[config.mk]
export PLATFORM = sky130hd
export DESIGN_NAME = msf_encoder
export DESIGN_NICKNAME = d
export VERILOG_FILES = /design/src/rtl/msf_pkg.sv /design/src/rtl/msf_frame_bits.sv /design/src/rtl/msf_encoder.sv
export SDC_FILE = /design/constraint.sdc
export NUM_CORES = 1
export LEC_CHECK = 0
export CAP_MARGIN = 25
export CORE_MARGIN = 2
export CORE_UTILIZATION = 51
export DETAILED_ROUTE_END_ITERATION = 10
export PLACE_DENSITY = 0.72
export SYNTH_ARGS = -nofsm -noshare
export SYNTH_HDL_FRONTEND = slang
export SYNTH_SLANG_ARGS = --single-unit
[constraint.sdc]
create_clock -name clk_i -period 6.4 [get_ports clk_i]
set_input_delay 1.28 -clock clk_i [delete_from_list [all_inputs] [get_ports clk_i]]
set_output_delay 1.28 -clock clk_i [all_outputs]
set_load 0.01 [all_outputs]
[src/rtl/msf_pkg.sv]
// msf_pkg: shared constants, time/date record and minute-increment helper for the MSF encoder
// Holds the per-second slot count, the second positions where each BCD field starts,
// the packed time record (field order = transmission order) and the one-minute increment.
package msf_pkg;
  localparam int SLOTS        = 10;
  localparam int SECS         = 60;
  localparam int SEC_YEAR     = 17;
  localparam int SEC_MONTH    = 25;
  localparam int SEC_DAY      = 30;
  localparam int SEC_DOW      = 36;
  localparam int SEC_HOUR     = 39;
  localparam int SEC_MIN      = 45;
  localparam int SEC_ZERO     = 52;
  localparam int SEC_ONES     = 53;
  localparam int SEC_ONES_END = 58;
  typedef struct packed {
    logic [3:0] year_h;
    logic [3:0] year_l;
    logic       month_h;
    logic [3:0] month_l;
    logic [1:0] day_h;
    logic [3:0] day_l;
    logic [2:0] dow;
    logic [1:0] hour_h;
    logic [3:0] hour_l;
    logic [2:0] minute_h;
    logic [3:0] minute_l;
  } msf_time_t;
  // Advances hh:mm by one minute in BCD; 23:59 wraps to 00:00, date and dow untouched.
  function automatic msf_time_t inc_minute(msf_time_t t);
    msf_time_t r;
    r = t;
    if (t.minute_l != 4'd9) r.minute_l = t.minute_l + 4'd1;
    else if (t.minute_h != 3'd5) begin
      r.minute_l = '0;
      r.minute_h = t.minute_h + 3'd1;
    end else begin
      r.minute_l = '0;
      r.minute_h = '0;
      if (t.hour_h == 2'd2 && t.hour_l == 4'd3) begin
        r.hour_h = '0;
        r.hour_l = '0;
      end else if (t.hour_l == 4'd9) begin
        r.hour_h = t.hour_h + 2'd1;
        r.hour_l = '0;
      end else r.hour_l = t.hour_l + 4'd1;
    end
    return r;
  endfunction
endpackage

[src/rtl/msf_frame_bits.sv]
// msf_frame_bits: combinational MSF A/B bit lookup for a given second of the frame
// Ports: t_i     - active time/date record
//        sec_i   - second index 0-59
//        bit_a_o - A bit for that second
//        bit_b_o - B bit for that second (odd parities in 54-57, else 0)
module msf_frame_bits
  import msf_pkg::*;
(
  input  msf_time_t  t_i,
  input  logic [5:0] sec_i,
  output logic       bit_a_o,
  output logic       bit_b_o
);
  // Ascending vectors indexed directly by second, so each field lands MSB-first.
  logic [0:SECS-1] a_all, b_all;
  logic par_year, par_date, par_dow, par_time;
  always_comb begin
    a_all = '0;
    a_all[SEC_YEAR:SEC_MONTH-1]     = {t_i.year_h, t_i.year_l};
    a_all[SEC_MONTH:SEC_DAY-1]      = {t_i.month_h, t_i.month_l};
    a_all[SEC_DAY:SEC_DOW-1]        = {t_i.day_h, t_i.day_l};
    a_all[SEC_DOW:SEC_HOUR-1]       = t_i.dow;
    a_all[SEC_HOUR:SEC_MIN-1]       = {t_i.hour_h, t_i.hour_l};
    a_all[SEC_MIN:SEC_ZERO-1]       = {t_i.minute_h, t_i.minute_l};
    a_all[SEC_ONES:SEC_ONES_END]    = '1;
    par_year = ~^a_all[SEC_YEAR:SEC_MONTH-1];
    par_date = ~^a_all[SEC_MONTH:SEC_DOW-1];
    par_dow  = ~^a_all[SEC_DOW:SEC_HOUR-1];
    par_time = ~^a_all[SEC_HOUR:SEC_ZERO-1];
    b_all = '0;
    b_all[SEC_ONES+1:SEC_ONES+4] = {par_year, par_date, par_dow, par_time};
    bit_a_o = a_all[sec_i];
    bit_b_o = b_all[sec_i];
  end
endmodule

[src/rtl/msf_encoder.sv]
// msf_encoder: MSF time-signal carrier encoder with 100 ms slot timing
// Ports: clk_i/rst_ni      - clock, synchronous active-low reset
//        enable_i          - transmit frames when high, idle carrier-on when low
//        load_i + *_i      - strobe capturing a BCD time/date into the pending register
//        data_o            - carrier state (1 = on)
//        second_o/minute_o - first-cycle pulses of each second / of second 00
//        second_count_o    - second currently transmitted
module msf_encoder
  import msf_pkg::*;
#(
  parameter int CLK_FREQ = 12500
) (
  input  logic       clk_i,
  input  logic       rst_ni,
  input  logic       enable_i,
  input  logic       load_i,
  input  logic [3:0] year_h_i,
  input  logic [3:0] year_l_i,
  input  logic       month_h_i,
  input  logic [3:0] month_l_i,
  input  logic [1:0] day_h_i,
  input  logic [3:0] day_l_i,
  input  logic [2:0] dow_i,
  input  logic [1:0] hour_h_i,
  input  logic [3:0] hour_l_i,
  input  logic [2:0] minute_h_i,
  input  logic [3:0] minute_l_i,
  output logic       data_o,
  output logic       second_o,
  output logic       minute_o,
  output logic [5:0] second_count_o
);
  localparam int TICKS = CLK_FREQ / 10;
  localparam int TW = TICKS > 1 ? $clog2(TICKS) : 1;
  logic run_q, run_d;
  logic [TW-1:0] tick_q, tick_d;
  logic [3:0] slot_q, slot_d;
  logic [5:0] sec_q, sec_d;
  logic data_q, data_d, second_q, second_d, minute_q, minute_d;
  logic pend_q, pend_d;
  msf_time_t active_q, active_d, pending_q, pending_d, load_t;
  logic tick_wrap, slot_wrap, sec_wrap, first, frame_start, hold, bit_a, bit_b;
  assign load_t = {year_h_i, year_l_i, month_h_i, month_l_i, day_h_i, day_l_i, dow_i,
                   hour_h_i, hour_l_i, minute_h_i, minute_l_i};
  // Bits are looked up for the position being entered; active_q is already current
  // by second 01 because it updates on the frame-start edge.
  msf_frame_bits u_bits (
    .t_i    (active_q),
    .sec_i  (sec_d),
    .bit_a_o(bit_a),
    .bit_b_o(bit_b)
  );
  always_comb begin
    tick_wrap   = tick_q == TW'(TICKS - 1);
    slot_wrap   = slot_q == 4'(SLOTS - 1);
    sec_wrap    = sec_q == 6'(SECS - 1);
    first       = enable_i && !run_q;
    frame_start = first || (enable_i && tick_wrap && slot_wrap && sec_wrap);
    hold        = !enable_i || !run_q;
    run_d       = enable_i;
    tick_d      = (hold || tick_wrap) ? '0 : tick_q + TW'(1);
    slot_d      = hold ? '0 : tick_wrap ? (slot_wrap ? '0 : slot_q + 4'd1) : slot_q;
    sec_d       = hold ? '0 : (tick_wrap && slot_wrap) ? (sec_wrap ? '0 : sec_q + 6'd1) : sec_q;
    second_d    = enable_i && tick_d == '0 && slot_d == '0;
    minute_d    = second_d && sec_d == '0;
    data_d      = !enable_i ? 1'b1 :
                  sec_d == '0 ? slot_d >= 4'(SLOTS / 2) :
                  slot_d == 4'd0 ? 1'b0 :
                  slot_d == 4'd1 ? ~bit_a :
                  slot_d == 4'd2 ? ~bit_b : 1'b1;
    active_d    = active_q;
    pending_d   = pending_q;
    pend_d      = pend_q;
    // A load coinciding with frame start wins over any pending value.
    if (frame_start) begin
      active_d = load_i ? load_t : pend_q ? pending_q : first ? active_q : inc_minute(active_q);
      pend_d   = 1'b0;
    end else if (load_i) begin
      pending_d = load_t;
      pend_d    = 1'b1;
    end
  end
  always_ff @(posedge clk_i) begin
    if (!rst_ni) begin
      run_q     <= 1'b0;
      tick_q    <= '0;
      slot_q    <= '0;
      sec_q     <= '0;
      data_q    <= 1'b1;
      second_q  <= 1'b0;
      minute_q  <= 1'b0;
      pend_q    <= 1'b0;
      active_q  <= '0;
      pending_q <= '0;
    end else begin
      run_q     <= run_d;
      tick_q    <= tick_d;
      slot_q    <= slot_d;
      sec_q     <= sec_d;
      data_q    <= data_d;
      second_q  <= second_d;
      minute_q  <= minute_d;
      pend_q    <= pend_d;
      active_q  <= active_d;
      pending_q <= pending_d;
    end
  end
  assign data_o         = data_q;
  assign second_o       = second_q;
  assign minute_o       = minute_q;
  assign second_count_o = sec_q;
endmodule

==> metrics.md, run 1 <==
| Metric | Value |
|---|---|
| Status | finished clean |
| Area of the die | 11,400 sq um |
| Die height | 107 um |
| Cts hold-fix bufs | 0 |
| GR Util met2 | 0.370 |
| Layout Cells excl Fill | 878 |
| Final Skew | 0.0112 ns |
| CP Max Fanout | 23 |
| Cell row count | 37 |
| NumNets Final | 785 |
| Mapped Cells | 718 |
| # H-tree levels | 3 |
| Setup CP Type | in2reg |
| Crit. End Element | flop |
| Mapped cell area | 5380 sq um |
| Combinational share of power | 0.156 |
| Total negative setup slack | 0 ns |
| First-pass DRT Iterations | 5 |
| NetSw | 0.000359 W |
| Resized Gates After CTS | 0 |
| Vias in the first global route | 4,550 |
| Remaining DRCs | 0 |
| Final Hold Fails | 0 |
| Largest net degree at the start of global routing | 75 |
| First-pass GRT wire length | 21,500 um |
| Cells after DPL | 862 |
| Initial core utilization | 0.523 |
| Peak VDD IR | 0.000142 V |
| RSZ-0062 raised after global routing | no |
| Crit-path cells | clkdlybuf4s50_1, nand2_1, a211o_1, mux2i_2, buf_4, a21oi_1, a221oi_2, nor3_1, or4_1, a311o_1 |
| Tmin final | 3.91 ns |
| Worst skew pair latency | 0.36 ns |
| Part of the power in registers | 0.515 |
| Distinct cells, synth | 66 |
| Clock slew at reported path FFs | 0.09 ns |
| CTS tree | built |
| DR iter-0 viols | 255 |
| Fmax | 256 MHz |
| Dpl cell area | 5900 sq um |
| Met3 Track Usage GR | 0.0383 |
| Ys flop type | dfxtp_1 |
| Syn_nets | 766 |
| Hold Worst Slack | 0.459 ns |
| Max-Cap Viols | 0 |
| Met1 Use GR | 0.319 |
| Io pins | 48 |
| #FFs+latches synth | 96 |
| P&R area growth vs syn | 13.6% |
| Antenna diodes | 0 |
| Tcrit/Tclk final | 0.612 |
| # port buffers | 47 |
| Global placement routability congestion | 0.919 |
| Core ar. | 10,300 sq um |
| Vias | 4,963 |
| Worst Hold Class | reg2reg |
| Root buf cell | clkbuf_8 |
| Largest stage delay, worst path | 0.55 ns |
| Startpoint Class | input port |
| Drt wl/cell | 14.4 um |
| Post-synth EDFFs | 0 |
| Synth Warn # | 0 |
| Total gr overflow | 0 |
| Initial antenna violation count | 0 |
| ANT nets after route | 0 |
| Mean Syn Cell Area | 7.49 sq um |
| Vias per Instance | 5.65 |
| Worst Tran Pin Value | 0.736 ns |
| Most frequent cells in the layout | nand2_1 (152), dfxtp_1 (96), nor2_1 (90) |
| Most common cell after layout, fill and taps aside | nand2_1 |
| Internal | 0.000903 W |
| Sequential element share of the synthesized area | 0.357 |
| Slowest-stage cell, CP | clkdlybuf4s50_1 |
| GRT Util Overall | 0.229 |
| Chip width | 107 um |
| Layout cells sized above 1 | 0.0580 |
| Leak | 2.13 nW |
| Required @ worst endpoint | 6.64 ns |
| CTS Sinks | 96 |
| Worst-case clock buffer depth | 2 |
| Slew Limit Headroom | 0.506 |
| Cell Pwr Density | 207 nW/um^2 |
| Clock group share of total power | 0.328 |
| Ys async rst share | 0 |
| Drt total wl | 12,600 um |
| Sw Ratio | 0.285 |
| Post-CTS setup buffers | 0 |
| Design Area, Final | 6110 sq um |
| Finish-stage setup viols | 0 |
| Arrival time worst endpoint | 4.16 ns |
| Num CTS Buffers | 9 |
| Slew Limit Fails | 0 |
| Busiest grt layer | met2 |
| Post-DP HPWL | 8980 um |
[power by group through the flow]
| stage | registers (W) | logic (W) | clock network (W) |
|---|---|---|---|
| CTS | 0.000650 | 0.000198 | 0.000423 |
| global placement | 0.000664 | 0.000192 | 0 |
| detailed placement | 0.000664 | 0.000197 | 0 |
| finish | 0.000651 | 0.000197 | 0.000414 |
| global route | 0.000655 | 0.000219 | 0.000453 |
| floorplan | 0.000656 | 0.000141 | 0 |
[critical path, delay by kind of cell]
kind / cells / cell delay, ns
AO/OA/AOI/OAI: 4 / 1.07
buffers and inverters: 2 / 0.84
AND/OR/NAND/NOR: 3 / 0.82
multiplexers: 1 / 0.15
[synthesized netlist by cell type, types with 3 or more instances]
cell type  count  area (sq um)
nor4bb_1       3          30.0
nand3b_1       3          22.5
nor2_1        91           342
nand2b_1       4          25.0
a211oi_1      28           210
a22oi_1        3          22.5
ha_1           9           113
dfxtp_1       96          1920
o21ai_0       18          90.1
o211ai_1       3          22.5
and3_1         3          18.8
xnor2_1       34           298
clkbuf_1      41           154
nand3_1       15          75.1
nand2_1      152           571
o221ai_1       3          26.3
a211o_1        3          26.3
or3_1          4          25.0
nand4_1        4          25.0
xor2_1         9          78.8
inv_1          9          33.8
nor3_1        11          55.1
a31oi_1        5          31.3
and2_1        10          62.6
o211a_1        3          30.0
mux2i_1       16           160
buf_1          3          11.3
nor2b_1        5          31.3
a21oi_1       83           415
[registers in the layout (all words and copies together) (netlist names)]
register,cells
slot_q,4
minute_o,1
second_count_o,6
pending_q,35
tick_q,11
active_q,35
data_o,1
second_o,1
run_q,1
pend_q,1
[per-layer routing]
layer / share of wire / routed length, um / vias up
met5: 0 / 0 / -
met4: 0.011 / 134 / 0
met3: 0.050 / 634 / 12
met2: 0.47 / 5880 / 141
met1: 0.47 / 5970 / 2289
li1: - / - / 2521
[worst paths after layout]
path / startpoint / to / slack (ns) / cells past startpoint
min: pending_q[18] / pending_q[18] / 0.46 / 2
min reg2reg: pending_q[18] / pending_q[18] / 0.46 / 2
max reg2reg: tick_q[4] / data_o / 2.85 / 9
max: enable_i / data_o / 2.49 / 10
[metrics by stage]
step	power, W	setup slack, ns	util
2_1_floorplan	0.000797	2.89	-
3_3_place_gp	0.000855	2.20	0.573
3_5_place_dp	0.000861	2.17	0.575
4_1_cts	0.00127	2.52	0.594
5_1_grt	0.00133	2.33	0.594
6_report	0.00126	2.49	0.594
[cells by family (layout without fill, tap and decap cells)]
logic type	count (synthesis)	after routing	share of synthesized area
adder cells (fa/ha/maj)	9	9	0.0209
AND/OR/NAND/NOR	324	324	0.275
multiplexers	19	19	0.0368
buffers and inverters	57	81	0.0421
XOR/XNOR	43	43	0.0700
flip-flops	96	96	0.357
AO/OA/AOI/OAI	170	170	0.198
[area by class of cell]
class	count	area [sq um]
timing repair buffer	55	538
tap	136	170
fill	980	4170
multi-input combinational	565	3240
inverter	10	37.5
clock buffer	9	124
sequential	96	1920
clock inverter	7	80.1
No activity file was read; power rests on OpenSTA's default activity.
==> run 2, diff against run 1 <==
clock period = 3.88 ns   (was 6.4 ns; I/O delays follow)
==> metrics.md, run 2 (same netlist as run 1, synthesis figures left out) <==
| Metric | Value |
|---|---|
| Layout cells sized above 1 | 0.0653 (+0.00738) |
| Die height | 107 um (unchanged) |
| DR iter-0 viols | 322 (+26%) |
| Worst Hold End | pending_q[7] |
| CP Max Fanout | 7 (-70%) |
| R2R depth | 8 (-1) |
| Arrival time worst endpoint | 3.65 ns (-0.51 ns) |
| Vias | 4,925 (-0.77%) |
| Worst Hold Class | reg2reg |
| Required @ worst endpoint | 4.14 ns (-2.50 ns) |
| Hold_sp | pending_q[7] |
| Antenna diodes | 0 (unchanged) |
| P&R area growth vs syn | 14.8% |
| Startpoint Class | flop |
| Worst Tran Pin Value | 0.710 ns (-0.0261 ns) |
| Most frequent cells in the layout | nand2_1 (152), dfxtp_1 (96), nor2_1 (90) |
| Post-DP HPWL | 9320 um (+3.8%) |
| NumNets Final | 793 (+1.0%) |
| Area of the die | 11,400 sq um (unchanged) |
| Hold Path Stages | 2 (unchanged) |
| Worst-case clock buffer depth | 2 (unchanged) |
| Vias per Instance | 5.56 (-1.7%) |
| Final Skew | 0.00993 ns (-0.00132 ns) |
| Finish-stage setup viols | 0 (unchanged) |
| Area used by multi-input combinational logic | 3240 sq um (unchanged) |
| Slew Limit Fails | 0 (unchanged) |
| # port buffers | 47 (unchanged) |
| Root buf cell | clkbuf_8 |
| Cell Pwr Density | 344 nW/um^2 (+66%) |
| First-pass GRT wire length | 22,000 um (+2.4%) |
| Initial antenna violation count | 0 (unchanged) |
| Layout Utilization | 0.601 (+0.00670) |
| Reg2Reg Setup Slack | 0.49 ns (-2.36 ns) |
| Slew Limit Headroom | 0.524 (+0.0180) |
| Chip width | 107 um (unchanged) |
| Status | finished clean |
| Final Total Pwr | 0.00212 W (+68%) |
| Leak | 2.18 nW (+2.5%) |
| Cell row count | 37 (unchanged) |
| Vias in the first global route | 4,474 (-1.7%) |
| Peak VDD IR | 0.000275 V (+94%) |
| CTS tree | built |
| GRT Util Overall | 0.241 (+0.0116) |
| Drt wl/cell | 14.8 um (+2.7%) |
| CTS Sinks | 96 (unchanged) |
| RR Startpoint | tick_q[4] |
| Critical path origin | tick_q[4] |
| Largest net degree at the start of global routing | 71 (-5.3%) |
| First-pass DRT Iterations | 5 (unchanged) |
| Fill count | 1,028 (+4.9%) |
| Biggest regs | active_q (35), pending_q (35), tick_q (11) |
| Cts hold-fix bufs | 0 (unchanged) |
| ANT nets after route | 0 (unchanged) |
| Fmax | 295 MHz |
| RSZ-0062 raised after global routing | no |
| Total gr overflow | 0 (unchanged) |
| Tcrit/Tclk final | 0.874 |
| Clock slew at reported path FFs | 0.09 ns (about the same) |
| Drt total wl | 13,100 um (+3.6%) |
| Io pins | 48 (unchanged) |
| Worst r2r dst | data_o |
| Crit. End Element | flop |
| Final Hold Fails | 0 (unchanged) |
| # H-tree levels | 3 (unchanged) |
| Num CTS Buffers | 9 (unchanged) |
| Tmin final | 3.39 ns |
| Most common cell after layout, fill and taps aside | nand2_1 |
| Global placement routability congestion | 0.929 (+1.0%) |
| Post-CTS setup buffers | 0 (unchanged) |
| Core ar. | 10,300 sq um (unchanged) |
| Initial core utilization | 0.523 (unchanged) |
| Total negative setup slack | 0 ns (unchanged) |
| Setup CP Type | reg2reg |
| Resized Gates After CTS | 0 (unchanged) |
| Worst skew pair latency | 0.38 ns (+0.02 ns) |
| Max-Cap Viols | 0 (unchanged) |
| FF/Latch Area | 1920 sq um (unchanged) |
| Remaining DRCs | 0 (unchanged) |
run 2: changes by cell type in the layout (fill, tap and decap cells not counted):
cell | previous run | this run
clkinv_4 | 0 | 1
buf_4 | 7 | 15
clkinv_2 | 0 | 1
clkbuf_1 | 0 | 2
inv_8 | 1 | 0
bufinv_16 | 1 | 2
clkinvlp_4 | 4 | 1
inv_6 | 1 | 0
run 2: worst max-delay path: stages, from the launching register on:
cell	delay (ns)
dfxtp_1	0.38
or4b_4	0.61
nor4_4	0.51
mux2_4	0.40
mux2i_1	0.14
a221oi_2	0.27
nor3_1	0.09
or4_1	0.52
a311o_1	0.37
run 2: layer usage:
layer  wire length, um  vias up  track usage
met5                 0        -            0
met4               359        0        0.114
met3               552       23       0.0365
met2              5880      112        0.374
met1              6280     2263        0.328
li1                  -     2527            -
run 2: cell type report:
cell class	count	area share
clock buffers	11	0.0213
multi-input cells	565	0.524
flip-flops and latches	96	0.311
well taps	136	0.0275
repair buffers	63	0.0968
clock inverters	5	0.0132
inverters	10	0.00608
run 2: where the power goes:
part	internal, W	total, W	switching (W)	leakage, nW
Sequential	0.00103	0.00108	0.0000439	0.785
Combinational	0.000155	0.000327	0.000172	1.30
Clock	0.000364	0.000721	0.000357	0.104
Total	0.00155	0.00212	0.000573	2.18
run 2: worst max path at each step:
stage / endpoint / slack, ns / depth (start not counted)
6_report: data_o / 0.49 / 8
5_1_grt: data_o / 0.16 / 8
4_1_cts: data_o / 0.50 / 8
3_5_place_dp: data_o / 0.38 / 10
3_3_place_gp: data_o / 0.47 / 10
2_1_floorplan: data_o / 0.60 / 10
run 2: per-stage QoR:
stage	cells	hold slack, ns	instance area, sq um	setup slack [ns]
finish	886	0.457	6180	0.489
global route	886	0.479	6180	0.155
CTS	886	0.459	6180	0.504
detailed placement	870	0.447	5960	0.382
global placement	870	0.442	5960	0.473
floorplan	718	0.436	5380	0.605
==> variant 1 (flow settings as in run 2) <==
Register the output `second_count_o` once more, without a reset; this adds one clock of latency there. The other outputs are not delayed to match.
--- a/src/rtl/msf_encoder.sv
+++ b/src/rtl/msf_encoder.sv
@@ -108,6 +108,8 @@
   assign data_o         = data_q;
   assign second_o       = second_q;
   assign minute_o       = minute_q;
-  assign second_count_o = sec_q;
+  always_ff @(posedge clk_i) begin
+    second_count_o <= sec_q;
+  end
 endmodule
 
Behaviour: no difference found for any inputs over 10 cycles, from zero or initial values and one cycle with rst_ni low; that may be too few to reach the edited logic, so the function may still have changed.
==> variant 1 against run 2 <==
First-iteration DRC count down 11%; sequential cell count up 6; synthesized area up 3.2%; critical path depth up 1; final area up 1.1%; largest cell class unchanged; critical path type unchanged; power up 0.11%; wire length up 0.90%; worst setup slack better by 0.23 ns.
==> variant 1: results (changes against run 2) <==
* Top flop regs: active_q x35, pending_q x35, tick_q x11 (unchanged)
* CP Max Fanout at 11 (was 7)
* Met3 wire len at 633 um (was 552 um)
* Slew headroom at 48.1% (was 52.4%)
* Root buffer cell: clkbuf_8 (unchanged)
* Uppermost routed layer: met4 (unchanged)
* Routability cong. at 0.894 (was 0.929)
* Outcome: finished clean (unchanged)
* Met2 wire length at 6180 um (was 5880 um)
* CTS Buffer Depth at 2 (unchanged)
* Wirelength per Cell at 14.9 um (was 14.8 um)
* R2R Setup Slk at 0.72 ns (was 0.49 ns)
* M3 GR Usage at 5.49% (was 3.65%)
* Min-delay src: sec_q[1] (was pending_q[7])
* # port buffers at 47 (unchanged)
* Main synth FF type: dfxtp_1 (unchanged)
* Total GRT Usage at 23.9% (was 24.1%)
* Fin Hold WS at 0.436 ns (was 0.457 ns)
* Grt met1 use at 32.2% (was 32.8%)
* Worst r2r src: tick_q[0] (was tick_q[4])
* Yosys Warn Count at 0 (unchanged)
* Mapped Nets at 769 (was 766)
* Sequential fraction of the synthesis area at 36.8% (was 35.7%)
* Max incr delay on CP at 0.56 ns (was 0.61 ns)
* DR pass1 iterations at 5 (unchanged)
* Post-DP HPWL at 9400 um (was 9320 um)
* Hold Crit Depth at 0 (was 2)
* PostCTS Resize Cnt at 0 (unchanged)
* Final WL at 13200 um (was 13100 um)
* Wl on met1 at 6270 um (was 6280 um)
* Vias in the first global route at 4519 (was 4474)
* First-pass GRT wire length at 22300 um (was 22000 um)
* Critical Path AT at 3.44 ns (was 3.65 ns)
* Global Route met2 Usage at 39.1% (was 37.4%)
* Worst Hold Class: register to register (unchanged)
* Post-CTS Setup Repair Bufs at 0 (unchanged)
* Max VDD drop at 0.282 mV (was 0.275 mV)
* Worst Hold End: second_count_o[1] (was pending_q[7])
* Largest net degree at the start of global routing at 66 (was 71)
* Clk_skew at 0.0150 ns (was 0.00993 ns)
* Crit-path slowest cell: or3_1 (was or4b_4)
* Final #Nets at 789 (was 793)
* Layout cells sized above 1 at 6.04% (was 6.53%)
* Num CTS Buffers at 9 (unchanged)
* Placed Area at 6060 um^2 (was 5960 um^2)
* Clk Latency, worst-skew pair at 0.40 ns (was 0.38 ns)
* Iteration-0 DRC Markers at 287 (was 322)
* R2r worst-path depth at 9 (was 8)
* Critical R2R Capture: data_o (unchanged)
* Via density at 5.69 (was 5.56)
* Top post-synthesis cells by area: dfxtp_1, nand2_1, a21oi_1 (unchanged)
* Fillers at 1021 (was 1028)
* Mapped Cells at 721 (was 718)
* Pre-CTS WS at 0.420 ns (was 0.382 ns)
* Commonest cells in the netlist: nand2_1, dfxtp_1, nor2_1 (unchanged)
* Reg clk slew, reported paths at 0.09 ns (about the same)
* Leakage at 2.17 nW (was 2.18 nW)
* Synth cell types at 68 (was 66)
## variant 1: cell count changes in the layout (fill, tap and decap cells not counted), sizes merged, moves of 3 or more
cell	delta
and3	+4
dfxtp	+6
a221oi	+3
a211oi	+4
inv	+3
o2111ai	+4
nand2	-19
a211o	-3
buf	-7
nor3	-4
nor2	+3
o31ai	+5
xnor2	-4
## variant 1: worst max-delay path by stage
| stage | from | to | slack, ns | depth (start not counted) |
|---|---|---|---|---|
| floorplan | tick_q[0] | data_o | 1.31 | 10 |
| detailed placement | enable_i | data_o | 0.42 | 10 |
| global route | tick_q[0] | active_q[8] | 0.43 | 9 |
| finish | tick_q[0] | data_o | 0.72 | 9 |
| CTS | tick_q[0] | data_o | 0.76 | 9 |
| global placement | enable_i | data_o | 0.57 | 9 |
## variant 1: final cells by class
class,instances,area (um^2),area share (%)
timing repair buffer,56,533,8.53
clock inverter,5,60.1,0.962
tap,140,175,2.80
multi-input combinational,560,3260,52.2
inverter,12,45.0,0.721
clock buffer,10,128,2.04
sequential,102,2040,32.7
## variant 1: power by group
group          total [mW]  switching (mW)  internal, mW
combinational       0.322           0.164         0.158
clock               0.667           0.370         0.297
sequential           1.14          0.0429          1.09
## variant 1: cells by family (layout without fill, tap and decap cells)
group,Yosys count,count (layout),synth area share [%]
and+or+nand+nor,310,310,25.4
muxes,21,21,4.10
buffers and inverters,59,83,4.48
adders and majority gates,9,9,2.03
AOI/OAI and AO/OA,181,181,20.5
DFF,102,102,36.8
xor gates and xnor gates,39,39,6.65
## variant 1: critical path, delay by kind of cell, from the launching register on
family	cells	cell delay (ns)
flip-flops	1	0.48
adder cells (fa/ha/maj)	1	0.19
AND/OR/NAND/NOR	5	1.73
AO/OA/AOI/OAI	3	0.66
==> variant 2 (flow settings as in run 2) <==
Without the edit above. Make the reset (`rst_ni`) asynchronous in one clocked block. Comments in the files are not updated.
--- a/src/rtl/msf_encoder.sv
+++ b/src/rtl/msf_encoder.sv
@@ -80,7 +80,7 @@
       pend_d    = 1'b1;
     end
   end
-  always_ff @(posedge clk_i) begin
+  always_ff @(posedge clk_i or negedge rst_ni) begin
     if (!rst_ni) begin
       run_q     <= 1'b0;
       tick_q    <= '0;
Check against the original RTL: differs if rst_ni is asserted again (counterexample within 4 cycles, from zero or initial values and one cycle with rst_ni low); with rst_ni held inactive, the same outputs for 10 cycles.
==> variant 2 against run 2 <==
Wire length is 3.4% higher; final area is 4.8% higher; worst setup slack better by 0.070 ns; sequential cell count stayed put; synthesized area is 4.4% higher; cell count is 14% lower; critical endpoint is now data_o; utilization is 0.12 points lower.
Power is not compared: it rests on default switching activity, and its combinational part moved more than twofold at a synthesized area within 25%.
==> variant 2: results (changes against run 2) <==
* Clk_skew at 0.0103 ns (was 0.00993 ns)
* Initial antenna violation count at 0 (unchanged)
* Commonest cells in the netlist: dfrtp_1, o21ai_0, mux2_2, nand2_1, nor2_1 (was nand2_1, dfxtp_1, nor2_1)
* Total GRT Usage at 24.9% (was 24.1%)
* Root buffer cell: clkbuf_8 (unchanged)
* Vias in the first global route at 4506 (was 4474)
* Layout cells sized above 1 at 13.4% (was 6.53%)
* Mapped Nets at 626 (was 766)
* Largest delay share family, worst path: simple AND/OR/NAND/NOR gates (unchanged)
* Worst Hold Class: input port to asynchronous set/reset pin (was register to register)
* # port buffers at 47 (unchanged)
* Final #Nets at 663 (was 793)
* R2r worst-path depth at 11 (was 8)
* Synth cell types at 63 (was 66)
* Sequential fraction of the synthesis area at 42.8% (was 35.7%)
* Num CTS Buffers at 9 (unchanged)
* Yosys Warn Count at 0 (unchanged)
* Asr flop ratio synth at 100% (was 0%)
* Post-DP HPWL at 9490 um (was 9320 um)
* Max incr delay on CP at 0.50 ns (was 0.61 ns)
* First-pass GRT wire length at 22900 um (was 22000 um)
* Max VDD drop at 0.280 mV
* Crit-path slowest cell: or4b_1 (was or4b_4)
* Top flop regs: active_q x35, pending_q x35, tick_q x11 (unchanged)
* CP Max Fanout at 9 (was 7)
* Post-CTS Setup Repair Bufs at 0 (unchanged)
* Via density at 6.07 (was 5.56)
* Slew headroom at 57.1% (was 52.4%)
* Largest net degree at the start of global routing at 97 (was 71)
* Leakage at 2.64 nW
* Wirelength per Cell at 17.8 um (was 14.8 um)
* Outcome: finished clean (unchanged)
* Iteration-0 DRC Markers at 339 (was 322)
* Critical Path AT at 3.63 ns (was 3.65 ns)
* Top post-synthesis cells by area: dfrtp_1, mux2_2, xnor2_1 (was dfxtp_1, nand2_1, a21oi_1)
* Routability cong. at 0.924 (was 0.929)
-- variant 2: cell types whose count changed after synthesis, moves of 32 or more --
cell | before | now
dfrtp_1 | 0 | 95
o21ai_0 | 18 | 50
mux2_2 | 2 | 38
dfxtp_1 | 96 | 0
nor2_1 | 91 | 35
a21oi_1 | 83 | 20
nand2_1 | 152 | 38
-- variant 2: worst paths after layout --
check / start / to / slack (ns)
max: tick_q[1] / data_o / 0.56
min: rst_ni / tick_q[8] / 0.39
max reg2reg: tick_q[1] / data_o / 0.56
min reg2reg: pending_q[19] / pending_q[19] / 0.52
max in group asynchronous: rst_ni / active_q[19] / 3.01
min in group clk_i: pending_q[19] / pending_q[19] / 0.52
-- variant 2: final cells by class --
class                           instances  area, um^2
Tap cell                              140         175
Timing Repair Buffer                   64         608
Fill cell                             893        4320
Clock inverter                          4        77.6
Sequential cell                        96        2400
Inverter                               15        56.3
Multi-Input combinational cell        429        3010
Clock buffer                           11         141
-- variant 2: what timing repair did --
item,in CTS,in global routing
resized for setup,0,1
setup endpoints to repair,0,1
hold endpoints to repair,0,0
-- variant 2: routing by layer --
metal | wire length (um) | vias to the layer above | share of wire (%) | track usage [%]
met2 | 6510 | 88 | 48 | 39.2
li1 | - | 2194 | - | -
met1 | 6320 | 2302 | 47 | 34.9
met3 | 464 | 21 | 3.4 | 4.54
met4 | 227 | 0 | 1.7 | 7.69
met5 | 0 | - | 0 | 0
-- variant 2: metrics by stage --
step,total power [mW],area [um^2],cells,hold slack (ns),setup WS (ns)
floorplan,1.89,5620,578,0.473,0.859
global placement,2.10,6250,744,0.490,0.460
detailed placement,2.13,6250,744,0.496,0.360
CTS,2.87,6470,759,0.453,0.550
global route,3.02,6470,759,0.476,0.196
finish,2.85,6470,759,0.388,0.559
-- variant 2: kinds of logic (layout without fill, tap and decap cells) --
kind of cell	after synthesis	in the layout	synth area share (%)
compound gates	164	164	19.3
xor+xnor	39	39	6.33
fa+ha+maj	10	10	2.20
buf+inv	53	94	3.67
flops	96	96	42.8
mux	49	49	9.64
simple gates	167	167	16.1
-- variant 2: power breakdown --
part / total, mW / internal [mW] / switching [mW]
logic: 0.799 / 0.444 / 0.355
clock network: 0.743 / 0.381 / 0.361
registers: 1.31 / 1.14 / 0.168
-- variant 2: worst reg2reg max path: cells and delay by family (launching register included) --
family	cells	cell delay, ns
flip-flops	1	0.44
buffers and inverters	2	0.26
adder cells (fa/ha/maj)	2	0.45
AND/OR/NAND/NOR	4	1.43
AO/OA/AOI/OAI	3	0.68
